**src/rtl/mult_pkg.sv**
```systemverilog
// Shared definitions for the shift-add multiplier slice: FSM state
// encoding, the default operand width and a counter-width helper.
package mult_pkg;

   localparam int DEFAULT_WIDTH = 4;

   typedef enum logic [1:0] {
      ST_IDLE = 2'd0,
      ST_BUSY = 2'd1,
      ST_DONE = 2'd2
   } state_t;

   // Width of the iteration counter; never narrower than one bit.
   function automatic int cnt_width(input int width);
      return (width > 1) ? $clog2(width) : 1;
   endfunction

endpackage

```
**src/rtl/shift_add_multiplier_if.sv**
```systemverilog
// Operand and product handshake bundle for shift_add_multiplier.
//
// Handshake rules (both channels): a transfer happens on a rising clk edge
// where valid && ready are both high. The producer holds valid and its data
// stable until that edge; ready may rise and fall freely and never depends
// combinationally on valid. Operand channel: in_valid/in_a/in_b from the
// source, in_ready from the multiplier. Product channel: out_valid/
// out_product from the multiplier, out_ready from the consumer.
interface shift_add_multiplier_if #(
   parameter int WIDTH = mult_pkg::DEFAULT_WIDTH
);
   logic                 in_valid;
   logic                 in_ready;
   logic [WIDTH-1:0]     in_a;
   logic [WIDTH-1:0]     in_b;
   logic                 out_valid;
   logic                 out_ready;
   logic [2*WIDTH-1:0]   out_product;

   // Operand source and product consumer side.
   modport master (
      output in_valid, in_a, in_b, out_ready,
      input  in_ready, out_valid, out_product
   );

   // Multiplier side.
   modport slave (
      input  in_valid, in_a, in_b, out_ready,
      output in_ready, out_valid, out_product
   );
endinterface

```
**src/rtl/shift_add_datapath.sv**
```systemverilog
// M/A/Q register file of the shift-add multiplier plus the operand muxes
// feeding the external adder. The adder result is folded back one bit to
// the right each shift cycle, so {A,Q} ends up holding the full product.
module shift_add_datapath
   import mult_pkg::*;
#(
   parameter int WIDTH = DEFAULT_WIDTH
) (
   input  logic                 clk,
   input  logic                 rst_n,
   input  logic                 load,
   input  logic                 zero_load,
   input  logic                 shift,
   input  logic [WIDTH-1:0]     in_a,
   input  logic [WIDTH-1:0]     in_b,
   input  logic [WIDTH-1:0]     add_sum,
   input  logic                 add_cout,
   output logic [WIDTH-1:0]     add_a,
   output logic [WIDTH-1:0]     add_b,
   output logic [2*WIDTH-1:0]   acc
);

   logic [WIDTH-1:0] m;
   logic [WIDTH-1:0] a;
   logic [WIDTH-1:0] q;

   // Operand load on accept; one add-and-shift step per BUSY cycle.
   // The adder carry-out becomes the new MSB of A so no product bit is lost.
   always_ff @(posedge clk or negedge rst_n) begin
      if (!rst_n) begin
         m <= '0;
         a <= '0;
         q <= '0;
      end else if (load) begin
         m <= zero_load ? '0 : in_a;
         q <= zero_load ? '0 : in_b;
         a <= '0;
      end else if (shift) begin
         a <= {add_cout, add_sum[WIDTH-1:1]};
         q <= {add_sum[0], q[WIDTH-1:1]};
      end
   end

   // Adder operands are parked at zero outside the shift phase.
   always_comb begin
      add_a = '0;
      add_b = '0;
      if (shift) begin
         add_a = a;
         add_b = q[0] ? m : '0;
      end
   end

   assign acc = {a, q};

endmodule

```
**src/rtl/shift_add_multiplier.sv**
```systemverilog
// Sequential unsigned WIDTH x WIDTH multiplier driving an external
// ripple-carry adder. Control FSM (IDLE -> BUSY -> DONE) and the iteration
// counter live here; registers and adder muxes live in shift_add_datapath.
// Optional feature macro: ZERO_SKIP_EN -- when defined, a zero operand
// skips the BUSY phase and the product (0) is presented one cycle after
// accept. Default build runs every multiply for the full WIDTH cycles.
module shift_add_multiplier
   import mult_pkg::*;
#(
   parameter int WIDTH = DEFAULT_WIDTH
) (
   input  logic                    clk,
   input  logic                    rst_n,
   shift_add_multiplier_if.slave   bus,
   output logic [WIDTH-1:0]        add_a,
   output logic [WIDTH-1:0]        add_b,
   output logic                    add_cin,
   input  logic [WIDTH-1:0]        add_sum,
   input  logic                    add_cout,
   output logic                    busy,
   output state_t                  state_dbg
);

   localparam int              CNT_W    = cnt_width(WIDTH);
   localparam logic [CNT_W-1:0] CNT_LAST = CNT_W'(WIDTH - 1);

   state_t               state;
   state_t               state_nx;
   logic [CNT_W-1:0]     cnt;
   logic                 load;
   logic                 zero_load;
   logic                 shift;
   logic                 operand_zero;
   logic [2*WIDTH-1:0]   acc;

   assign add_cin      = 1'b0;
   assign operand_zero = (bus.in_a == '0) || (bus.in_b == '0);
   assign state_dbg    = state;

   // State register; reset aborts any multiply in progress.
   always_ff @(posedge clk or negedge rst_n) begin
      if (!rst_n) begin
         state <= ST_IDLE;
      end else begin
         state <= state_nx;
      end
   end

   // Next-state and Moore-style control outputs.
   always_comb begin
      state_nx      = state;
      load          = 1'b0;
      zero_load     = 1'b0;
      shift         = 1'b0;
      bus.in_ready  = 1'b0;
      bus.out_valid = 1'b0;
      busy          = 1'b0;
      case (state)
         ST_IDLE: begin
            bus.in_ready = 1'b1;
            if (bus.in_valid) begin
               load = 1'b1;
`ifdef ZERO_SKIP_EN
               if (operand_zero) begin
                  zero_load = 1'b1;
                  state_nx  = ST_DONE;
               end else begin
                  state_nx  = ST_BUSY;
               end
`else
               state_nx = ST_BUSY;
`endif
            end
         end
         ST_BUSY: begin
            shift = 1'b1;
            busy  = 1'b1;
            if (cnt == CNT_LAST) begin
               state_nx = ST_DONE;
            end
         end
         ST_DONE: begin
            bus.out_valid = 1'b1;
            busy          = 1'b1;
            if (bus.out_ready) begin
               state_nx = ST_IDLE;
            end
         end
         default: begin
            state_nx = ST_IDLE;
         end
      endcase
   end

   // Iteration counter: cleared on accept, stepped once per BUSY cycle.
   always_ff @(posedge clk or negedge rst_n) begin
      if (!rst_n) begin
         cnt <= '0;
      end else if (load) begin
         cnt <= '0;
      end else if (shift) begin
         cnt <= cnt + 1'b1;
      end
   end

   // Product is only presented while DONE, otherwise held at zero.
   always_comb begin
      bus.out_product = '0;
      if (state == ST_DONE) begin
         bus.out_product = acc;
      end
   end

   shift_add_datapath #(
      .WIDTH (WIDTH)
   ) u_datapath (
      .clk       (clk),
      .rst_n     (rst_n),
      .load      (load),
      .zero_load (zero_load),
      .shift     (shift),
      .in_a      (bus.in_a),
      .in_b      (bus.in_b),
      .add_sum   (add_sum),
      .add_cout  (add_cout),
      .add_a     (add_a),
      .add_b     (add_b),
      .acc       (acc)
   );

   // The unused-operand flag only feeds logic in the zero-skip build.
   logic unused_ok;
   assign unused_ok = operand_zero;

endmodule

```
**src/flat_wrapper.sv**
```systemverilog
// flat-port wrapper written by rule: the top's interface ports become plain ports
module shift_add_multiplier_flat import mult_pkg::*;
#(
   parameter int WIDTH = DEFAULT_WIDTH
)
  (clk, rst_n, add_a, add_b, add_cin, add_sum, add_cout, busy, state_dbg, bus_in_valid, bus_in_a, bus_in_b, bus_out_ready, bus_in_ready, bus_out_valid, bus_out_product);
  shift_add_multiplier_if #(.WIDTH(WIDTH)) bus_i ();
  input  logic clk;
  input  logic rst_n;
  output logic [WIDTH-1:0] add_a;
  output logic [WIDTH-1:0] add_b;
  output logic add_cin;
  input  logic [WIDTH-1:0] add_sum;
  input  logic add_cout;
  output logic busy;
  output state_t state_dbg;
  input wire logic [$bits(bus_i.in_valid)-1:0] bus_in_valid;
  input wire logic [$bits(bus_i.in_a)-1:0] bus_in_a;
  input wire logic [$bits(bus_i.in_b)-1:0] bus_in_b;
  input wire logic [$bits(bus_i.out_ready)-1:0] bus_out_ready;
  output wire logic [$bits(bus_i.in_ready)-1:0] bus_in_ready;
  output wire logic [$bits(bus_i.out_valid)-1:0] bus_out_valid;
  output wire logic [$bits(bus_i.out_product)-1:0] bus_out_product;
  assign bus_i.in_valid = bus_in_valid;
  assign bus_i.in_a = bus_in_a;
  assign bus_i.in_b = bus_in_b;
  assign bus_i.out_ready = bus_out_ready;
  assign bus_in_ready = bus_i.in_ready;
  assign bus_out_valid = bus_i.out_valid;
  assign bus_out_product = bus_i.out_product;
  shift_add_multiplier #(.WIDTH(WIDTH)) u_core (.clk(clk), .rst_n(rst_n), .bus(bus_i), .add_a(add_a), .add_b(add_b), .add_cin(add_cin), .add_sum(add_sum), .add_cout(add_cout), .busy(busy), .state_dbg(state_dbg));
endmodule
```
**config.mk**
```make
export PLATFORM = sky130hd
export DESIGN_NAME = shift_add_multiplier_flat
export DESIGN_NICKNAME = d
export VERILOG_FILES = /design/src/rtl/mult_pkg.sv /design/src/rtl/shift_add_multiplier_if.sv /design/src/rtl/shift_add_datapath.sv /design/src/rtl/shift_add_multiplier.sv /design/src/flat_wrapper.sv
export SDC_FILE = /design/constraint.sdc
export NUM_CORES = 1
export LEC_CHECK = 0
export ABC_AREA = 1
export BUFFER_PORTS_ARGS = -buffer_cell sky130_fd_sc_hd__buf_2
export CAP_MARGIN = 20
export CORE_ASPECT_RATIO = 1.75
export CORE_MARGIN = 2
export CORE_UTILIZATION = 43
export CTS_CLUSTER_DIAMETER = 40
export DETAILED_ROUTE_END_ITERATION = 8
export PLACE_DENSITY_LB_ADDON = 0.12
export SYNTH_ARGS = -nofsm -noshare
export SYNTH_HDL_FRONTEND = slang
export SYNTH_SLANG_ARGS = --single-unit
export TNS_END_PERCENT = 1
```
**constraint.sdc**
```tcl
create_clock -name clk -period 1.1 [get_ports clk]
set_input_delay 0.22 -clock clk [delete_from_list [all_inputs] [get_ports clk]]
set_output_delay 0.22 -clock clk [all_outputs]
set_load 0.05 [all_outputs]
```
==> results by group <==
Logic synthesis
  – Synth top area share: 40.3%
  – Netlist cell types: 21
  – Xor-xnor portion of the synthesized cell area: 0.882%
  – Top FF cell, synth: dfrtp_1
  – Largest family of logic cells by synthesized area: simple AND/OR/NAND/NOR gates
  – Sequential area share after synthesis: between 40 and 50%
  – Compound-Gate Fraction of Synth Area: 7.30%
  – Most repeated cell in the gate-level netlist after synthesis: nand2_1
  – Multiplexer share of the synthesized area: 0%
  – Register bit count reported by yosys: 16
  – Most instantiated cells after synthesis: nand2_1 (25), inv_1 (21), nor2_1 (18)
  – Netlist Area Pre-Place: ~1000 µm²
  – Synthesized netlist net count: between 100 and 150
  – Synth Area in Adders: under 10%
  – Number of enable flip-flop cells after synthesis: 0
  – Mean instance size in the synthesized netlist: 8.14 µm²
  – Share of flip-flops with an asynchronous set or reset: 100%
  – Post-Syn Instances: around 120
  – Post-synth top area cell: dfrtp_1
  – Simple-gate share of the synthesized area: between 20 and 30%
  – Count of yosys warnings during synthesis: 0
  – Leading cell types by total area after synthesis: dfrtp_1 (40%), nand2_1 (9.4%), inv_1 (7.9%)

Global route
  – First-pass GRT wire length: 3830 µm
  – Number of antenna violations at the first check in global routing: 0
  – Remaining global-route overflow: 0
  – Global-route usage over all layers: 20.3%
  – Number of global-route vias before repair: roughly 940
  – Pin count of the biggest net entering global routing: 17

Clock tree
  – TritonCTS clock tree: built
  – H-tree depth: 1
  – Worst-case clock buffer depth: 2
  – Clock Sinks: 16
  – Clock slew at the register clock pins of the worst setup and hold paths: roughly 70 ps
  – Worst-Skew Late Latency: 250 ps
  – Clock buffers created by TritonCTS: 3
  – Buffer cell driving the clock tree root: clkbuf_8

Setup path
  – Register-to-register path setup slack: -220 ps
  – Worst R2R Start: u_core.state_dbg[1]$_DFFE_PN0P_
  – Arrival time reported for the critical path endpoint: between 1000 and 1500 ps
  – Endpoint of the most critical register-to-register path: u_core.u_datapath.q[1]$_DFFE_PN0P_
  – Critical path cell sequence: buf_4 -> ha_4 -> nand2_2 -> clkinvlp_4 -> buf_6
  – Launching element type of the critical path: flip-flop
  – Slowest Stage Delay on Critical Path: ~410 ps
  – Max stage delay cell, worst path: dfrtp_2
  – Critical path data required time: 880 ps
  – Path depth of the worst reg2reg path: 7
  – Nature of the critical path endpoint: output port
  – Crit Path Max Fanout: 9
  – Class of the most critical setup path: flip-flop to output port

Timing
  – Final worst clock skew: 8.90 ps
  – Sum of negative setup slack: -11730 ps
  – Final Hold Viols: 0
  – Post-route setup slack: -478 ps
  – Setup-violating endpoint count in the final report: 37
  – Worst hold slack: approximately 180 ps
  – Final clock period utilization by the worst path: 143%
  – Fin. max-slew vios: 0
  – Setup repair after global routing missed its margin: true
  – Highest achievable clock rate: 0.634 GHz
  – Final worst path period need: ~1600 ps

Place
  – Buffers on Ports: 37
  – Placement Cell Area: roughly 0.0014 mm²
  – Final Wtd Congestion: 0.764
  – Post-DP HPWL: 1830 µm

Floorplanning
  – Die area: between 0.002 and 0.003 mm²
  – # IOs: 39
  – Effective utilization at floorplan: roughly 44%
  – Width of the die: slightly above 40 µm
  – Row count: 23
  – Core region area: approximately 0.0022 mm²
  – Die extent in y: 67.6 µm

Routing
  – Remaining number of nets flagged by the antenna check after routing: 0
  – Remaining DRCs: 0
  – Total number of vias: 940
  – DRT Wirelength: 2360 µm
  – Mean number of vias per cell: approximately 4.7
  – Detailed-router iteration count before antenna repair: 4
  – Count of routing violations after the opening detailed-route iteration: 13
  – Routed wirelength normalized by instance count: about 12 µm

Power and ir drop
  – Power density normalized to cell area: approximately 3200 mW/mm²
  – P_leak: between 0.0008 and 0.0009 µW
  – Maximum VDD drop: around 2.1 mV
  – Total power after layout: approximately 5200 µW

Outcome
  – Violated checks: setup timing
  – Run status: finished, violations left

Final layout
  – Share of post-route cells with drive strength above 1: about three fifths
  – Antenna diode count: 0
  – Area growth from synthesis to layout: 62.0%
  – # nets final: just under 200
  – Post-route standard cell area excluding fillers: around 0.0016 mm²

Hold path
  – Cell count of the worst hold path: 3
  – Worst min-delay path endpoint: u_core.u_datapath.m[3]$_DFFE_PN0P_
  – Source of the worst hold timing path: bus_in_a[3]
  – Worst hold path type: input pin to flip-flop

Flow run
  – Number of maximum-capacitance constraint violations: 0
worst max-delay path, delay by kind of cell (launching register included):
family / cells / cell delay, ps
adders and majority gates: 1 / 210
DFF: 1 / 410
and+or+nand+nor: 1 / 110
buffers and inverters: 3 / 380
timing repair:
action | 4_1_cts | 5_1_grt
pin swaps | 4 | 2
setup endpoints to repair | 37 | 37
setup buffers | 1 | 0
hold buffers | 1 | 0
resized for setup | 47 | 6
hold endpoints to repair | 16 | 0
logic make-up after synthesis:
family,Yosys count
buffers and inverters,29
XOR/XNOR,1
AO/OA/AOI/OAI,11
other,1
flip-flops,16
AND/OR/NAND/NOR,58
adder cells (fa/ha/maj),6
how the worst max path moves through the flow:
stage | cells past startpoint | slack [ps] | to | startpoint
finish | 5 | -480 | bus_out_product[1] | u_core.state_dbg[1]$_DFFE_PN0P_
CTS | 5 | -480 | bus_out_product[3] | u_core.state_dbg[1]$_DFFE_PN0P_
global route | 5 | -520 | bus_out_product[1] | u_core.state_dbg[1]$_DFFE_PN0P_
floorplan | 6 | -530 | add_b[0] | u_core.state_dbg[1]$_DFFE_PN0P_
detailed placement | 5 | -290 | add_b[0] | u_core.state_dbg[1]$_DFFE_PN0P_
global placement | 5 | -280 | add_b[0] | u_core.state_dbg[1]$_DFFE_PN0P_
flip-flops by register name, indices dropped and copies added (netlist names):
signal               cells
u_core.state_dbg         2
u_core.u_datapath.m      4
u_core.u_datapath.q      4
u_core.cnt               2
u_core.u_datapath.a      4
where the power goes:
group,switching (µW),internal (µW)
clock,207,318
combinational,2110,1400
sequential,232,888
layout by cell type, fill, tap and decap left out:
| master | n |
|---|---|
| nand2_1 | 16 |
| buf_2 | 16 |
| buf_6 | 16 |
| buf_4 | 16 |
| nor2_1 | 14 |
| dfrtp_1 | 14 |
| nand2_2 | 13 |
| inv_1 | 10 |
| clkinvlp_4 | 8 |
| inv_2 | 5 |
| nor2_4 | 4 |
| o21ai_2 | 4 |
| clkbuf_8 | 4 |
| buf_8 | 4 |
| nand2_4 | 3 |
| nand3_2 | 3 |
| o21ai_1 | 3 |
| ha_1 | 3 |
| o21ai_0 | 2 |
| nand4_1 | 2 |
| a31oi_1 | 2 |
| nand3_1 | 2 |
| ha_4 | 2 |
| dfrtp_2 | 2 |
| nand2_8 | 1 |
| xnor2_1 | 1 |
| ha_2 | 1 |
| conb_1 | 1 |
| dlygate4sd3_1 | 1 |
| buf_12 | 1 |
metrics by stage:
| step | util (%) | instances | setup WS, ps |
|---|---|---|---|
| floorplan | - | 122 | -529 |
| global placement | 61.1 | 193 | -280 |
| detailed placement | 61.1 | 193 | -285 |
| CTS | 70.9 | 199 | -478 |
| global route | 71.7 | 199 | -517 |
| finish | 71.7 | 199 | -478 |
area by class of cell:
type                            count  area [µm²]
Clock buffer                        4        55.1
Fill cell                         173         636
Inverter                           23         116
Multi-Input combinational cell     77         533
Sequential cell                    16         403
Tap cell                           25        31.3
Timing Repair Buffer               54         470
metal layers:
layer / GRT usage (%) / up-vias / wire [µm]
li1: - / 467 / -
met1: 23.1 / 429 / 886
met4: 10.0 / 0 / 44
met5: 0 / - / 0
met3: 2.63 / 7 / 105
met2: 34.7 / 37 / 1320
(Power assumes the default switching activity.)
